File: src/rtl/ictrl_pkg.sv
// ictrl_pkg
//   Shared types and constants for the intersection controller.
//   - LT_* : 2-bit lamp encodings used on main_light / side_light.
//   - state_t : sequencer states; the enum values are the codes on the phase port.
package ictrl_pkg;

    localparam logic [1:0] LT_RED  = 2'b00;
    localparam logic [1:0] LT_GRN  = 2'b01;
    localparam logic [1:0] LT_YEL  = 2'b10;
    localparam logic [1:0] LT_DARK = 2'b11;

    typedef enum logic [2:0] {
        ALLRED_M = 3'd0,   // all-red clearance before main green
        MAIN_G   = 3'd1,
        MAIN_Y   = 3'd2,
        ALLRED_S = 3'd3,   // all-red clearance before side green
        SIDE_G   = 3'd4,
        SIDE_Y   = 3'd5,
        FLASH    = 3'd6    // night flash, only reachable with ICTRL_NIGHT_FLASH_EN
    } state_t;

endpackage

File: src/rtl/intersection_ctrl_phase_timer.sv
// phase_timer
//   Per-phase cycle counter. Clears to 0, otherwise counts up by one per
//   cycle and sticks at all-ones instead of wrapping, so an indefinitely
//   long phase never looks like a fresh one.
// Ports
//   clk    in   clock
//   reset  in   asynchronous, active-high; count -> 0
//   clear  in   synchronous clear (takes effect on the next edge)
//   count  out  CW-bit cycle count
module phase_timer #(
    parameter int CW = 8
) (
    input  logic          clk,
    input  logic          reset,
    input  logic          clear,
    output logic [CW-1:0] count
);

    always_ff @(posedge clk or posedge reset) begin
        if (reset)
            count <= '0;
        else if (clear)
            count <= '0;
        else if (count != '1)
            count <= count + 1'b1;
    end

endmodule

File: src/rtl/intersection_ctrl.sv
// intersection_ctrl
//   Main/side road light sequencer. Main rests on green; a latched side-road
//   request pre-empts it after the minimum main green. Yellow and all-red
//   clearance separate every conflicting phase. All times are in clk cycles.
//   Optional night flash is compiled in with `define ICTRL_NIGHT_FLASH_EN.
// Ports
//   clk         in   clock
//   reset       in   asynchronous, active-high (forces red/red at once)
//   side_req    in   side-road vehicle sensor, level, synchronous to clk
//   night       in   night-flash request (ICTRL_NIGHT_FLASH_EN builds only)
//   main_light  out  00 red, 01 green, 10 yellow, 11 dark (registered)
//   side_light  out  same encoding (registered)
//   phase       out  current state code (registered)
module intersection_ctrl
    import ictrl_pkg::*;
#(
    parameter int T_MAIN_MIN = 10,
    parameter int T_SIDE_MIN = 5,
    parameter int T_SIDE_MAX = 20,
    parameter int T_YEL      = 3,
    parameter int T_ALLRED   = 2,
    parameter int T_FLASH    = 4,
    parameter int CW         = 8
) (
    input  logic       clk,
    input  logic       reset,
    input  logic       side_req,
`ifdef ICTRL_NIGHT_FLASH_EN
    input  logic       night,
`endif
    output logic [1:0] main_light,
    output logic [1:0] side_light,
    output logic [2:0] phase
);

    // A state of length T exits on the cycle where timer == T-1.
    localparam logic [CW-1:0] L_MAIN  = CW'(T_MAIN_MIN - 1);
    localparam logic [CW-1:0] L_SMIN  = CW'(T_SIDE_MIN - 1);
    localparam logic [CW-1:0] L_SMAX  = CW'(T_SIDE_MAX - 1);
    localparam logic [CW-1:0] L_YEL   = CW'(T_YEL - 1);
    localparam logic [CW-1:0] L_ALLRD = CW'(T_ALLRED - 1);
    localparam logic [CW-1:0] L_FLASH = CW'(T_FLASH - 1);

    state_t        state, nxt;
    logic [CW-1:0] timer;
    logic          clr, flash_tog;
    logic          req_q, req_nxt;
    logic          dark, dark_nxt;
    logic [1:0]    ml_nxt, sl_nxt;
    logic          night_i;

`ifdef ICTRL_NIGHT_FLASH_EN
    assign night_i = night;
`else
    assign night_i = 1'b0;   // FLASH can never be entered
`endif

    phase_timer #(.CW(CW)) u_timer (
        .clk   (clk),
        .reset (reset),
        .clear (clr),
        .count (timer)
    );

    always_comb begin
        nxt       = state;
        flash_tog = 1'b0;
        case (state)
            ALLRED_M: if (timer == L_ALLRD) nxt = night_i ? FLASH : MAIN_G;
            MAIN_G:   if (timer >= L_MAIN && req_q) nxt = MAIN_Y;
            MAIN_Y:   if (timer == L_YEL) nxt = ALLRED_S;
            ALLRED_S: if (timer == L_ALLRD) nxt = night_i ? FLASH : SIDE_G;
            SIDE_G:   if ((timer >= L_SMIN && !side_req) || timer == L_SMAX) nxt = SIDE_Y;
            SIDE_Y:   if (timer == L_YEL) nxt = ALLRED_M;
            FLASH: begin
                if (!night_i)
                    nxt = ALLRED_M;
                else if (timer == L_FLASH)
                    flash_tog = 1'b1;
            end
            default:  nxt = ALLRED_M;
        endcase

        // Timer restarts on every state entry; in FLASH it also restarts on
        // each half-period so it doubles as the blink counter.
        clr = (nxt != state) || flash_tog;

        // Clear on entry to side green beats a same-edge set.
        req_nxt = req_q;
        if (state == ALLRED_S && nxt == SIDE_G)
            req_nxt = 1'b0;
        else if (side_req && state != SIDE_G)
            req_nxt = 1'b1;

        // Blink phase always starts lit (yellow/red) on entry to FLASH.
        dark_nxt = (state == FLASH && nxt == FLASH) ? (dark ^ flash_tog) : 1'b0;

        // Lights are decoded from the next state so they change on the same
        // edge as the state register.
        ml_nxt = LT_RED;
        sl_nxt = LT_RED;
        case (nxt)
            MAIN_G: ml_nxt = LT_GRN;
            MAIN_Y: ml_nxt = LT_YEL;
            SIDE_G: sl_nxt = LT_GRN;
            SIDE_Y: sl_nxt = LT_YEL;
            FLASH: begin
                ml_nxt = dark_nxt ? LT_DARK : LT_YEL;
                sl_nxt = dark_nxt ? LT_DARK : LT_RED;
            end
            default: ;
        endcase
    end

    always_ff @(posedge clk or posedge reset) begin
        if (reset) begin
            state      <= ALLRED_M;
            req_q      <= 1'b0;
            dark       <= 1'b0;
            main_light <= LT_RED;
            side_light <= LT_RED;
            phase      <= 3'd0;
        end else begin
            state      <= nxt;
            req_q      <= req_nxt;
            dark       <= dark_nxt;
            main_light <= ml_nxt;
            side_light <= sl_nxt;
            phase      <= nxt;
        end
    end

endmodule

File: config.mk
export PLATFORM = sky130hd
export DESIGN_NAME = intersection_ctrl
export DESIGN_NICKNAME = d
export VERILOG_FILES = /design/src/rtl/ictrl_pkg.sv /design/src/rtl/intersection_ctrl_phase_timer.sv /design/src/rtl/intersection_ctrl.sv
export SDC_FILE = /design/constraint.sdc
export NUM_CORES = 1
export LEC_CHECK = 0
export ABC_AREA = 1
export CORE_MARGIN = 5
export CORE_UTILIZATION = 54
export CTS_BUF_LIST = sky130_fd_sc_hd__clkbuf_16
export DETAILED_ROUTE_END_ITERATION = 6
export HOLD_SLACK_MARGIN = 0.03
export PLACE_DENSITY = 0.77
export RECOVER_POWER = 25
export SLEW_MARGIN = 20
export SYNTH_ARGS = -nofsm -noshare
export SYNTH_HDL_FRONTEND = slang
export SYNTH_SLANG_ARGS = --single-unit
File: constraint.sdc
create_clock -name clk -period 2.2 [get_ports clk]
set_input_delay 0.22 -clock clk [delete_from_list [all_inputs] [get_ports clk]]
set_output_delay 0.22 -clock clk [all_outputs]
set_load 0.02 [all_outputs]
After elaboration in Yosys (flattened, before gate mapping). Cells that the tools add are included.

Register bits: 17. Input bits: 3. Output and inout bits: 7. Logic and storage cells: 52.

Add/sub/neg operators: 1. Order comparisons: 2. Equality and inequality tests: 17. Muxes and demuxes: 16. Reduce and logical (&&, ||, !) cells: 10.

Operator list (count): $eq A3 B3 Y1 const B (6); $mux W3 (6); $pmux W3 S6 (1); $mux W8 (2); $pmux W2 S3 (2); $eq A3 B2 Y1 const B (3); $add A8 B1 Y8 const B (1); $eq A8 B1 Y1 const B (1); $eq A8 B2 Y1 const B (1); $eq A8 B5 Y1 const B (1); $ge A8 B3 Y1 const B (1); $ge A8 B4 Y1 const B (1); $ne A8 B8 Y1 const B (1); $eq A3 B1 Y1 const B (2); $logic_and A1 B1 Y1 (5); $mux W1 (4); $reduce_bool A2 Y1 (2); $logic_not A3 Y1 (1); $ne A3 B3 Y1 (1); $ne A3 B3 Y1 const B (1); $mux W2 (1); $logic_not A1 Y1 (1); $logic_or A1 B1 Y1 (1).

Longest topological paths before layout. Gate-level depths: netlist of run 1.

Depth after elaboration: 10. Depth in mapped cells: 12. Depth with buffers taken out: 12.

By module. A second synthesis of run 1 with hierarchy kept.

Cell total of the unflattened synthesis: 143. Area total of the unflattened synthesis: 1027.2 um^2.

Modules (own cells, without submodules): intersection_ctrl (instances 1, cells each 85, area each 576.8 um^2, sequential area each 200.2 um^2); phase_timer (instances 1, cells each 58, area each 450.4 um^2, sequential area each 200.2 um^2).

Worst setup path after synthesis of run 1. OpenSTA, ideal clock, no wires.

Kind: register to register. Start: register u_timer.count[0]. End: register u_timer.count[4]. Library setup time: 0.121 ns. Data arrival time: 1.423 ns. Required time: 2.079 ns. Slack: 0.656 ns. Cell stages (with the launch flop): 12. Buffers on the path: 0. Period minus slack after synthesis: 1.544 ns. Path through: dfrtp_1 inv_1 ha_1 nand2_2 o21ai_2 nand2_1 nor2_2 nand3_2 nand2_2 nand2_2 nand2_4 nor2_1.

Cells in the longest elaborated chain, start to end: 7. Elaborated cells between the ends (all ways): 21. Those cells by class: add/sub (1); order compare (2); eq/ne (5); mux (9); reduce/logical (4).

Ends and longest elaborated chain: start, declared (line intersection_ctrl_phase_timer.sv:16) `output logic [CW-1:0] count`; start signal, assigned (line intersection_ctrl_phase_timer.sv:25) `count <= count + 1'b1;`; $ge A8 B3 Y1 (line intersection_ctrl.sv:73) `SIDE_G: if ((timer >= L_SMIN && !side_req) || timer == L_SMAX) nxt = SIDE_Y;`; $logic_and A1 B1 Y1 (line intersection_ctrl.sv:73); $logic_or A1 B1 Y1 (line intersection_ctrl.sv:73); $mux W3 (line intersection_ctrl.sv:73); $pmux W3 S6 (*) (line intersection_ctrl.sv:68) `case (state)`; named net nxt[0] (line intersection_ctrl.sv:44) `state_t state, nxt;`; $ne A3 B3 Y1 (*) (line intersection_ctrl.sv:86) `clr = (nxt != state) || flash_tog;`; $mux W8 or $reduce_bool A2 Y1 (tied branches).

Mark *: on every way through the listed nets, which the timed path passes. The rest lies on a longest branch. The select of a mux whose other input is x is not followed. A chain may end at the register's enable or synchronous reset.

Worst setup path in the final report of run 1.
Start: register u_timer.count[0]. End: register u_timer.count[6].

Same word-level chain as after synthesis.

==> metrics.txt, run 1 <==
Leak Pwr=a little under 0.6 nW; Tot GR Track Use=0.1641; HP Class=input port to asynchronous set/reset pin; CTS buffer count=3; Crit Path Class=register to register; Setup crit end kind=register; Initial Util=0.5670; number of enable flip-flop cells after synthesis=0; WL per Instance=11.47 um; Remaining DRCs=0; Max Fclk=about 560 MHz; clk sinks=16; Ys Warns=0; Iteration-0 DRC Markers=13; synthesis-to-finish area growth=20.67%; Setup TNS Final=0 ps; cts repair resizes=0; via count=819; diode count=0; Seq/Total Area, Yosys=0.4134; post-DP HPWL=1.440 mm; RSZ-0062 raised after global routing=false; # IOs=10; data required time of the worst path=roughly 2300 ps; via-per-instance ratio=around 5; die height=between 50 and 60 um; Final nets=approximately 150; antenna violations before repair=0; htree depth=1; Max Cap Viol=0; crit path max fanout=8; top cells by area, synth=dfrtp_1 (41%), inv_1 (8.1%), nand2_1 (8.1%), nor2_1 (7.0%), ha_1 (6.5%); status=finished clean; area leader, netlist=dfrtp_1; Yosys reg bits=16; max_slew headroom=0.6170; Total Power=1.292 mW; IO buf count=9; Final min period=1781 ps; Post-Route Skew=between 4 and 5 ps; Final Hold Fails=0; Tightest Pin Transition=573.8 ps; unique cell type count in the Yosys netlist=19; pin count of the biggest net entering global routing=17; CTS tree=built; Async SR Flop Fraction=1.000; Tcrit/Tclk final=0.8097; syn_area_per_cell=7.747 um^2; Routability Congestion=0.8591; DIE WIDTH=52.35 um; clk_lat worst skew=250 ps; Synth Flop Type=dfrtp_1; area of the die=0.002741 mm^2; final setup fails=0; number of global-route vias before repair=between 800 and 900; routed wire length=roughly 1.9 mm; Synth Cell Area=968.4 um^2; share of post-route cells with drive strength above 1=0.1377; top post-synthesis cells by count=inv_1 (21), nand2_1 (21), nor2_1 (18); post-route ant nets=0; Worst EP arrival=1910 ps; total grt overflow=0; Final Slew Violations=0; Peak supply drop=about 0.62 mV; first-pass GRT wire length=3.208 mm; Synth top area share=0.4134; cells after synthesis=around 130; clk root buf=clkbuf_16; syn nets=133; deepest clock path buffer count=2; P per Cell Area=1105 mW/mm^2; cts hold-fix bufs=0; Worst-path clk slew=50 ps; first drt pass iteration count=4; cell row count=15; postcts setup bufs=0; Worst setup SP type=register; CORE AREA=0.001708 mm^2
## worst max-delay path, cell delays in order, from the launching register on
cell and delay (ps):
dfrtp_1 410, inv_1 160, ha_1 190, nand2_2 70, o21ai_2 180, nand2_1 90, nor2_2 120, nand3_2 140
nand2_2 90, nand2_2 60, nand2_4 100, nor2_1 50
## power by group
part / internal (mW) / switching (mW) / total [mW]
clock network: 0.241 / 0.114 / 0.355
registers: 0.349 / 0.0598 / 0.408
logic: 0.187 / 0.341 / 0.528
## registers in the layout, indices dropped and copies added, names as in the netlist
signal         cells
main_light         2
req_q              1
state              3
side_light         2
u_timer.count      8
## through the flow
stage	hold WS [ps]	worst slack [ps]	cell area, um^2	cells	utilization
final	465.5	418.7	1169	163	0.6842
after global routing	548.4	263.7	1169	163	0.6842
after CTS	359.2	417.5	1169	163	0.6842
after detailed placement	493.4	447.9	1090	159	0.6381
after global placement	489.9	517.1	1090	159	0.6381
after floorplan	133.7	656.2	968.4	125	-
## path summary, 6_finish.rpt
path / startpoint / to / slack, ps / cells after the start
min in group clk: req_q / req_q / 510 / 2
max reg2reg: u_timer.count[0] / u_timer.count[6] / 420 / 11
max in group asynchronous: reset / state[2] / 1360 / 2
min reg2reg: req_q / req_q / 510 / 2
max: u_timer.count[0] / u_timer.count[6] / 420 / 11
min: reset / u_timer.count[5] / 470 / 2
## placed cells by master (no fill, tap or decap), types with 4 or more instances in the layout
cell / n
nor2_2: 4
nor2_1: 18
dfrtp_1: 16
nand3_1: 6
a21oi_1: 4
nand2_1: 21
clkdlybuf4s50_1: 8
nor3_1: 4
ha_1: 5
o21ai_0: 8
inv_1: 21
nand2_2: 6
## cell families after synthesis
group                      Yosys count  share of synthesized area
xor gates and xnor gates             3                    0.02714
buffers and inverters               21                    0.08140
and+or+nand+nor                     67                     0.3424
DFF                                 16                     0.4134
adders and majority gates            5                    0.06460
AOI/OAI and AO/OA                   13                    0.07106
## layout make-up
| cell class | instances | area, um^2 |
|---|---|---|
| Clock inverter | 1 | 3.754 |
| Multi-Input combinational cell | 88 | 489.2 |
| Inverter | 21 | 78.83 |
| Tap cell | 25 | 31.28 |
| Sequential cell | 16 | 400.4 |
| Clock buffer | 3 | 75.07 |
| Timing Repair Buffer | 9 | 90.09 |
| Fill cell | 138 | 539.3 |
## layer usage
layer | GRT usage | up-vias | routed length, um
li1 | - | 419 | -
met1 | 0.1684 | 364 | 750
met2 | 0.2769 | 25 | 928
met3 | 0.03989 | 11 | 98
met4 | 0.1362 | 0 | 91
met5 | 0 | - | 0
Power figures use the tool's default switching activity.
==> run 2: changes to the inputs <==
- clock period: 2.2 -> 1.85 ns (I/O delays scaled with it)
==> run 2 against run 1 <==
Routed wire length decreased by 0.27%; clock power up 19%; clock skew decreased by 1.1 ps; first-iteration DRC count increased by 23%; via count grew 1.8%; sequential power rose by 20%; critical path depth stayed put; flip-flop and latch count did not move; hold slack got worse by 34 ps; final cell count rose by 0.61%; critical endpoint unchanged.
==> metrics.txt, run 2 (synthesized netlist as in run 1, its figures left out) <==
final setup margin=122.1 ps (-296.6 ps); HP Class=input port to asynchronous set/reset pin; area of the die=0.002741 mm^2 (unchanged); WL per Instance=11.37 um (-0.88%); Max Cap Viol=0 (unchanged); Remaining DRCs=0 (unchanged); number of global-route vias before repair=809 (unchanged); # IOs=10 (unchanged); cell row count=15 (unchanged); Final Hold Fails=0 (unchanged); power share of the clock group=0.268 (-0.007); clk root buf=clkbuf_16; Worst EP arrival=1860 ps (-50 ps); synthesis-to-finish area growth=22.48%; Reg-to-Reg Start=u_timer.count[0]; max_slew headroom=0.6169 (about the same); Crit Path Class=register to register; pin count of the biggest net entering global routing=17 (unchanged); diode count=0 (unchanged); cell internal pwr=948.0 uW (+22%); max reg flops=8 (unchanged); P per Cell Area=1327 mW/mm^2 (+20%); Tot GR Track Use=0.1641 (unchanged); Cell Count, Final, Fillers Out=164 (+0.61%); largest register by flop count=u_timer.count; total grt overflow=0 (unchanged); antenna violations before repair=0 (unchanged); most frequent cells in the layout=nand2_1 (20), inv_1 (19), nor2_1 (18); Final min period=1728 ps (-53.41 ps); combinational power share=0.421 (+0.012); clk sinks=16 (unchanged); commonest non-fill, non-tap cell in the layout=nand2_1; final setup fails=0 (unchanged); Setup crit end kind=register; status=finished clean; FF-to-FF End=u_timer.count[6]; Iteration-0 DRC Markers=16 (+3); clk_lat worst skew=250 ps (about the same); deepest clock path buffer count=2 (unchanged); Sw Pwr=625.7 uW (+21%); Final Slew Violations=0 (unchanged); Peak supply drop=0.7512 mV (+20%); CTS tree=built; Flop pwr share=0.311 (-0.005); R2R cell count=11 (unchanged); first-pass GRT wire length=3.208 mm (unchanged); Final nets=148 (+0.68%); post-route ant nets=0 (unchanged); Tightest Pin Transition=574.1 ps (+0.2352 ps); switch share=0.3976 (-0.001180); Post-Route Skew=3.028 ps (-1.106 ps); placed cell count=159 (unchanged); DIE WIDTH=52.35 um (unchanged); Max Fclk=578.7 MHz (+3.1%); share of post-route cells with drive strength above 1=0.1655 (+0.02779); DP Worst Slack=97.88 ps (-350.0 ps); Leak Pwr=0.5820 nW (+0.80%); routed wire length=1.864 mm (-0.27%); CORE AREA=0.001708 mm^2 (unchanged); via-per-instance ratio=5.085 (+1.2%); IO buf count=9 (unchanged); hold_ws=431.5 ps (-33.96 ps); worst reg2reg setup slack=120 ps (-300 ps); htree depth=1 (unchanged); Worst-path clk slew=50 ps (about the same); die height=52.35 um (unchanged); Worst setup SP type=register; CTS buffer count=3 (unchanged); Routability Congestion=0.8592 (about the same); cts hold-fix bufs=0 (unchanged); Initial Util=0.5670 (unchanged); Tcrit/Tclk final=0.9340 (+0.1243); crit path max fanout=8 (unchanged); post-DP HPWL=1.440 mm (unchanged); data required time of the worst path=1980 ps (-350 ps); Largest regs=u_timer.count (8), state (3); first drt pass iteration count=4 (unchanged); via count=834 (+1.8%)
==> run 2: cell count changes in the layout (fill, tap and decap cells not counted), sizes merged <==
cell / change
buf: +1
==> run 2: final cells by class <==
class / count / area [um^2]
Fill cell: 133 / 521.8
Tap cell: 25 / 31.28
Multi-Input combinational cell: 88 / 499.2
Inverter: 21 / 78.83
Clock buffer: 3 / 75.07
Clock inverter: 1 / 3.754
Timing Repair Buffer: 10 / 97.59
Sequential cell: 16 / 400.4
==> run 2: power by group through the flow <==
stage / clock, mW / sequential, mW / combinational (mW)
after floorplan: 0 / 0.518 / 0.421
after detailed placement: 0 / 0.490 / 0.623
after global placement: 0 / 0.486 / 0.607
final: 0.422 / 0.489 / 0.663
after global routing: 0.453 / 0.497 / 0.734
after CTS: 0.433 / 0.485 / 0.630
==> run 2: routing by layer <==
metal,share of wire,global-route usage,vias up
li1,-,-,425
met1,0.40,0.1684,372
met5,0,0,-
met3,0.053,0.03989,11
met4,0.049,0.1362,0
met2,0.50,0.2769,26
==> run 2: worst max-delay path, stage by stage, from the launching register on <==
cell and delay (ps):
dfrtp_1 420, inv_2 110, ha_1 170, nand2_2 80
o21ai_4 160, nand2_1 90, nor2_2 120, nand3_2 140
nand2_2 90, nand2_2 60, nand2_4 100, nor2_1 50
==> run 2: through the flow <==
stage / power [mW] / utilization / TNS [ps] / area, um^2
after floorplan: 0.9389 / - / 0 / 968.4
after global placement: 1.093 / 0.6381 / 0 / 1090
after detailed placement: 1.113 / 0.6381 / 0 / 1090
after CTS: 1.547 / 0.6842 / 0 / 1169
after global routing: 1.684 / 0.6945 / -2.588 / 1186
final: 1.574 / 0.6945 / 0 / 1186
==> run 2: how the worst max path moves through the flow <==
stage,from,to
after floorplan,u_timer.count[0],u_timer.count[4]
after detailed placement,u_timer.count[0],u_timer.count[6]
after global placement,u_timer.count[0],u_timer.count[4]
final,u_timer.count[0],u_timer.count[6]
after global routing,u_timer.count[0],u_timer.count[2]
after CTS,u_timer.count[0],u_timer.count[6]
==> run 2: what timing repair did <==
action,in CTS,in global routing
setup endpoints to repair,0,8
buffers inserted,0,1
gates resized for setup,0,4
==> run 3: changes to the inputs <==
- ABC_CLOCK_PERIOD_IN_PS: default -> 1850
==> results of run 3 <==
The final DEF is identical to that of run 2; final timing and power are the same.
